==> config.mk <==
export PLATFORM = sky130hd
export DESIGN_NAME = mode_debounce
export DESIGN_NICKNAME = d
export VERILOG_FILES = /design/src/rtl/mode_debounce.sv
export SDC_FILE = /design/constraint.sdc
export NUM_CORES = 1
export LEC_CHECK = 0
export ABC_AREA = 1
export CAP_MARGIN = 0
export CELL_PAD_IN_SITES_DETAIL_PLACEMENT = 1
export CELL_PAD_IN_SITES_GLOBAL_PLACEMENT = 1
export CORE_AREA = 4 4 80 63
export DETAILED_ROUTE_END_ITERATION = 6
export DIE_AREA = 0 0 84 67
export PLACE_DENSITY = 0.65
export REMOVE_ABC_BUFFERS = 1
export SLEW_MARGIN = 20
export SYNTH_ARGS = -nofsm -noshare
export SYNTH_HDL_FRONTEND = slang
export SYNTH_SLANG_ARGS = --single-unit
==> constraint.sdc <==
create_clock -name clk -period 1.7 [get_ports clk]
set_input_delay 0.255 -clock clk [delete_from_list [all_inputs] [get_ports clk]]
set_output_delay 0.255 -clock clk [all_outputs]
set_load 0.01 [all_outputs]
==> src/rtl/mode_debounce.sv <==
// mode_debounce
//   Debounces a 2-bit slide switch into a registered mode value for the
//   LED pattern FSM. The raw switch is first synchronized through two flops.
//   A new value is accepted only after it has been seen unchanged for
//   DEBOUNCE_CYCLES consecutive clocks.
//
// Parameters
//   DEBOUNCE_CYCLES  clocks a new value must hold before it is accepted (>= 2)
//   CNT_W            qualification counter width
//
// Ports
//   clk           system clock, rising edge
//   rst           asynchronous active-low reset
//   sw[1:0]       raw, asynchronous, bouncing switch levels
//   mode[1:0]     debounced switch value (registered)
//   mode_changed  one-cycle pulse on every update of mode (registered)
//   busy          high while a candidate value is being qualified
//
// state   | meaning
// --------+--------------------------------------------------------------
// STABLE  | synchronized switch matches mode; counter parked at 0
// QUALIFY | candidate differs from mode; counting clocks it stays steady

module mode_debounce #(
  parameter int DEBOUNCE_CYCLES = 1250000,
  parameter int CNT_W           = $clog2(DEBOUNCE_CYCLES)
) (
  input  logic       clk,
  input  logic       rst,
  input  logic [1:0] sw,
  output logic [1:0] mode,
  output logic       mode_changed,
  output logic       busy
);

  typedef enum logic {
    STABLE  = 1'b0,
    QUALIFY = 1'b1
  } state_t;

  localparam logic [CNT_W-1:0] CNT_LAST = CNT_W'(DEBOUNCE_CYCLES - 1);

  logic [1:0]       sync1;
  logic [1:0]       sync_sw;
  state_t           state;
  state_t           state_nxt;
  logic [1:0]       cand;
  logic [1:0]       cand_nxt;
  logic [CNT_W-1:0] cnt;
  logic [CNT_W-1:0] cnt_nxt;
  logic [1:0]       mode_nxt;
  logic             changed_nxt;

  // Two-flop synchronizer; nothing else may look at sw.
  always_ff @(posedge clk or negedge rst) begin
    if (!rst) begin
      sync1   <= 2'b00;
      sync_sw <= 2'b00;
    end else begin
      sync1   <= sw;
      sync_sw <= sync1;
    end
  end

  always_ff @(posedge clk or negedge rst) begin
    if (!rst) begin
      state        <= STABLE;
      cand         <= 2'b00;
      cnt          <= '0;
      mode         <= 2'b00;
      mode_changed <= 1'b0;
    end else begin
      state        <= state_nxt;
      cand         <= cand_nxt;
      cnt          <= cnt_nxt;
      mode         <= mode_nxt;
      mode_changed <= changed_nxt;
    end
  end

  always_comb begin
    state_nxt   = state;
    cand_nxt    = cand;
    cnt_nxt     = cnt;
    mode_nxt    = mode;
    changed_nxt = 1'b0;
    case (state)
      STABLE: begin
        cnt_nxt = '0;
        if (sync_sw != mode) begin
          cand_nxt  = sync_sw;
          state_nxt = QUALIFY;
        end
      end
      QUALIFY: begin
        if (sync_sw == cand) begin
          if (cnt == CNT_LAST) begin
            mode_nxt    = cand;
            changed_nxt = 1'b1;
            cnt_nxt     = '0;
            state_nxt   = STABLE;
          end else begin
            cnt_nxt = cnt + CNT_W'(1);
          end
        end else if (sync_sw == mode) begin
          // Bounced back to the accepted value: drop the candidate quietly.
          cnt_nxt   = '0;
          state_nxt = STABLE;
        end else begin
          // A third value appeared: restart qualification on it.
          cand_nxt = sync_sw;
          cnt_nxt  = '0;
        end
      end
      default: begin
        cnt_nxt   = '0;
        state_nxt = STABLE;
      end
    endcase
  end

  assign busy = (state == QUALIFY);

endmodule
# Word level (Yosys, flattened, before mapping)
# Cells that the tools add are included.
classes:
  n_eq_ne: 7
  reduce_logical: 2
  n_mux: 15
  add_sub_neg: 1
  bitwise: 1
ops:
  columns: ["cell", "count"]
  rows:
  - ["two-way mux 21 bit", 2]
  - ["case mux 21 bit (2 select lines)", 1]
  - ["adder 21 x 1 -> 21 bit (second input constant)", 1]
  - ["== test 21 bit (second input constant)", 1]
  - ["two-way mux 1 bit", 7]
  - ["two-way mux 2 bit", 3]
  - ["!= test 2 bit (second input constant)", 3]
  - ["AND reduction 3 bit", 2]
  - ["== test 2 bit", 2]
  - ["case mux 2 bit (2 select lines)", 1]
  - ["!= test 2 bit", 1]
  - ["case mux 1 bit (2 select lines)", 1]
  - ["NOT 1 bit", 1]
word_totals:
  elab_cells: 33
  in_bits: 4
  ff_bits: 31
  output_inout_bits: 4

# Logic depth before layout (Yosys ltp)
# Gate-level depths: netlist (run 1).
logic_depth:
  word_depth: 4
  mapped_depth: 9
  mapped_depth_nobuf: 9

# Worst setup path before layout (run 1)
# OpenSTA, ideal clock, no wires.
synth_path:
  kind: "register to register"
  start: "register cnt[0]"
  end: "register state, in the netlist busy"
  arrival_time_ps: 1232
  required_time_ps: 1581
  slack_ps: 349
  path_stages_with_launch: 8
  setup_ps: 119
  path_buffers: 1
  period_less_slack_ps: 1351
  cell_sequence: "dfrtp_1 -> ha_1 -> nand3_1 -> nor2_1 -> nand3_2 -> nand2_4 -> buf_8 -> nand2_2"
synth_between:
  elab_chain_len: 4
synth_rtl:
  columns: ["item", "line_no", "rtl"]
  rows:
  - ["from (decl)", "49", "logic [CNT_W-1:0] cnt;"]
  - ["from (signal assigned)", "75", "cnt <= cnt_nxt;"]
  - ["== test 21 bit", "97", "if (cnt == CNT_LAST) begin"]
  - ["two-way mux 1 bit", "97", null]
  - ["two-way mux 1 bit", "96", "if (sync_sw == cand) begin"]
  - ["case mux 1 bit (2 select lines)", "87", "case (state)"]
  - ["net state_nxt", "46", "state_t state_nxt;"]
  - ["to (signal assigned)", "73", "state <= state_nxt;"]
  - ["to (decl)", "45", "state_t state;"]
# The timed path passes the listed nets, and every way through them passes these cells.
# A chain may end at the register's enable or synchronous reset.

# Final worst setup path (run 1)
layout_path:
  start: "register state, in the netlist busy"
  end: "output port busy"
layout_rtl:
  columns: ["item", "line_no", "rtl"]
  rows:
  - ["to (decl)", "33", "output logic busy"]
# No word-level cell between the ends.

==> Implementation_results.wiki, run 1 <==
{| class="wikitable"
! Metric !! Value
|-
| Power density relative to cell area || 997 mW/mm^2
|-
| Fraction of final layout cells with drive strength greater than 1 || 13.1%
|-
| Wire length of the first global-routing pass || 6.78 mm
|-
| Antenna viol nets, final || 0
|-
| Area taken by flip-flops and latches || 776 sq um
|-
| Smallest setup slack after layout || 0.117 ns
|-
| RSZ-0062 raised after global routing || no
|-
| Buffer count from post-CTS setup fixing || 0
|-
| Core Rows || 21
|-
| Via count of the first global-routing pass || 1415
|-
| DR pass1 iterations || 4
|-
| Netlist area before placement || 0.00160 sq mm
|-
| Number of failing setup endpoints in the final timing report || 0
|-
| CORE AREA || 0.00431 sq mm
|-
| Wire length reported by the detailed router || 3.66 mm
|-
| Share of the synthesized area in the top cell type || 48.4%
|-
| Mean instance size in the synthesized netlist || 8.14 sq um
|-
| Clock sink total || 31
|-
| Worst-path clk slew || 0.07 ns
|-
| Master of the slowest instance on the critical path || clkdlybuf4s50_1
|-
| Buffers on Ports || 7
|-
| Number of unique standard cell types used by synthesis || 23
|-
| Initial Utilization || 37.2%
|-
| Static power due to leakage || 0.000816 uW
|-
| Antenna cell count || 0
|-
| HPWL after detailed placement || 2.83 mm
|-
| Critical-path maximum fanout || 5
|-
| Worst skew pair latency || 0.29 ns
|-
| First-iteration detailed-routing DRC count || 54
|-
| Antenna violations before repair || 0
|-
| Via density per instance || 4.82
|-
| Grt ovf || 0
|-
| Die boundary width || 84 um
|-
| Commonest cells in the netlist || nand2_1 (42), nor2_1 (32), dfrtp_1 (31)
|-
| WL per Instance || 13.5 um
|-
| CTS H-tree depth || 2
|-
| Max Clk Rate || 632 MHz
|-
| Required time reported for the critical path endpoint || 1.44 ns
|-
| Cells after synthesis || 197
|-
| Biggest area contributors in the synthesized netlist || dfrtp_1 (48%), nand2_1 (9.8%), nor2_1 (7.5%)
|-
| Sequential cell area fraction in the yosys report || 48.4%
|-
| TritonCTS clock tree || yes
|-
| Final core utilization || 43.3%
|-
| Nature of the critical path endpoint || primary output
|-
| Warning count from the yosys run || 0
|-
| Overall die height || 67 um
|-
| Full die area || 0.00563 sq mm
|-
| Growth of design area from synthesis to finish || 16.5%
|-
| Maximum ir drop on the vdd rail || 422 uV
|-
| Max-slew headroom at the worst pin || 72.6%
|-
| Max-slew violation count || 0
|-
| Final clock period utilization by the worst path || 93.1%
|-
| Placer's final routability congestion estimate || 0.806
|-
| Cell type with the largest total area after synthesis || dfrtp_1
|-
| Shortest clock period the worst path allows after layout || 1.58 ns
|-
| NumNets Final || 218
|-
| Most used flip-flop cell after synthesis || dfrtp_1
|-
| Total area of multi-input combinational cells || 724 sq um
|-
| Type of the most critical hold path || flop to flop
|-
| Clock skew || 0.00887 ns
|-
| Post-Place Setup Slack || 0.155 ns
|-
| Number of remaining DRC errors || 0
|-
| Maximum buffer depth of the clock tree || 2
|-
| Top-Level Pins || 8
|-
| GR Util All Layers || 15.6%
|-
| Slowest Stage Delay on Critical Path || 0.58 ns
|-
| CP cell instances || clkdlybuf4s50_1
|-
| Number of synthesized flops with an enable pin || 0
|-
| Status || completed
|-
| Worst setup path class || flop to primary output
|-
| Most common cell in the netlist || nand2_1
|-
| Clock root buffer master || clkbuf_8
|-
| Number of buffer and inverter stages on the critical path || 1
|-
| Post-detailed-placement cell area || 0.00175 sq mm
|-
| Share of flip-flops with an asynchronous set or reset after synthesis || 100%
|-
| Setup crit start kind || flop
|-
| Number of max-capacitance violations reported || 0
|-
| Final std cell area, no fill || 0.00187 sq mm
|-
| Register bit total from synthesis || 31
|-
| Cell type group with the largest total delay on the critical path || buffers and inverters
|-
| Overall via count from detail_route || 1307
|-
| Least-Margin Pin Slew || 0.411 ns
|-
| Data arrival time of the critical path || 1.33 ns
|-
| Fillers || 542
|-
| Pin count of the biggest net entering global routing || 32
|-
| Sum Neg Setup Slack || 0 ns
|-
| Number of buffers inserted during clock tree synthesis || 5
|-
| Hold Violations, Final || 0
|}
per-layer routing:
layer  wire, um  GRT usage [%]  share of wire [%]  up-vias
met1       1910           20.8                 52      632
li1           -              -                  -      657
met4         38           5.42                1.0        0
met2       1630           24.7                 45       12
met5          0              0                  0        -
met3         81           3.71                2.2        6
logic make-up (layout without fill, tap and decap cells):
group	count (synthesis)	count (layout)	synth area share [%]
compound gates	12	12	4.45
xor+xnor	9	9	4.92
fa+ha+maj	1	1	0.781
buf+inv	25	42	6.56
flops	31	31	48.4
simple gates	119	119	34.9
stage by stage:
stage	power, uW	hold WS [ns]	std cells
global placement	1130	0.334	263
CTS	1890	0.355	271
finish	1860	0.351	271
floorplan	1030	-0.0406	196
detailed placement	1140	0.336	263
global route	1970	0.362	271
timing repair:
item	4_1_cts	5_1_grt
hold endpoints to repair	0	0
resized for setup	0	1
hold buffers	0	0
endpoints found under the setup margin	0	1
final timing paths:
path                          start         end  slack, ns  cells past startpoint
setup reg to reg             cnt[0]     mode[1]       0.20                      8
max in group asynchronous       rst     mode[0]       1.03                      2
hold reg to reg            sync1[1]  sync_sw[1]       0.35                      0
setup / recovery               busy        busy       0.12                      1
min in group asynchronous       rst     cnt[13]       0.36                      2
hold / removal             sync1[1]  sync_sw[1]       0.35                      0
layout by cell type, fill, tap and decap left out, drive strengths merged:
cell type / netlist / layout
a21oi: 4 / 4
a31oi: 1 / 1
buf: 1 / 3
bufinv: 0 / 1
clkbuf: 0 / 5
clkdlybuf4s50: 0 / 7
clkinv: 0 / 2
dfrtp: 31 / 31
ha: 1 / 1
inv: 24 / 24
nand2: 46 / 46
nand3: 24 / 24
nand4: 4 / 4
nor2: 42 / 42
nor3: 3 / 3
o21ai: 3 / 3
o21bai: 3 / 3
o31ai: 1 / 1
xnor2: 5 / 5
xor2: 4 / 4
flip-flops by register name (all words and copies together) (netlist names):
name,cells
cnt,21
cand,2
busy,1
sync1,2
sync_sw,2
mode_changed,1
mode,2
power by group:
part | internal [uW] | switching (uW)
clock network | 436 | 311
registers | 779 | 45.9
logic | 100 | 188
layout make-up:
class                           instances  area share, %
Sequential cell                        31           41.6
Multi-Input combinational cell        141           38.8
Inverter                               24           4.83
Clock inverter                          3           2.35
Tap cell                               57           3.82
Clock buffer                            5           3.69
Timing Repair Buffer                   10           4.96
No activity file was read; power rests on OpenSTA's default activity.
==> run 2: changes to the inputs <==
--- a/config.mk
+++ b/config.mk
@@ -6,7 +6,6 @@
 export NUM_CORES = 1
 export LEC_CHECK = 0
 export ABC_AREA = 1
-export CAP_MARGIN = 0
 export CELL_PAD_IN_SITES_DETAIL_PLACEMENT = 1
 export CELL_PAD_IN_SITES_GLOBAL_PLACEMENT = 1
 export CORE_AREA = 4 4 80 63
==> results of run 2 <==
No change in the layout: final DEF, timing and power equal those of run 1.
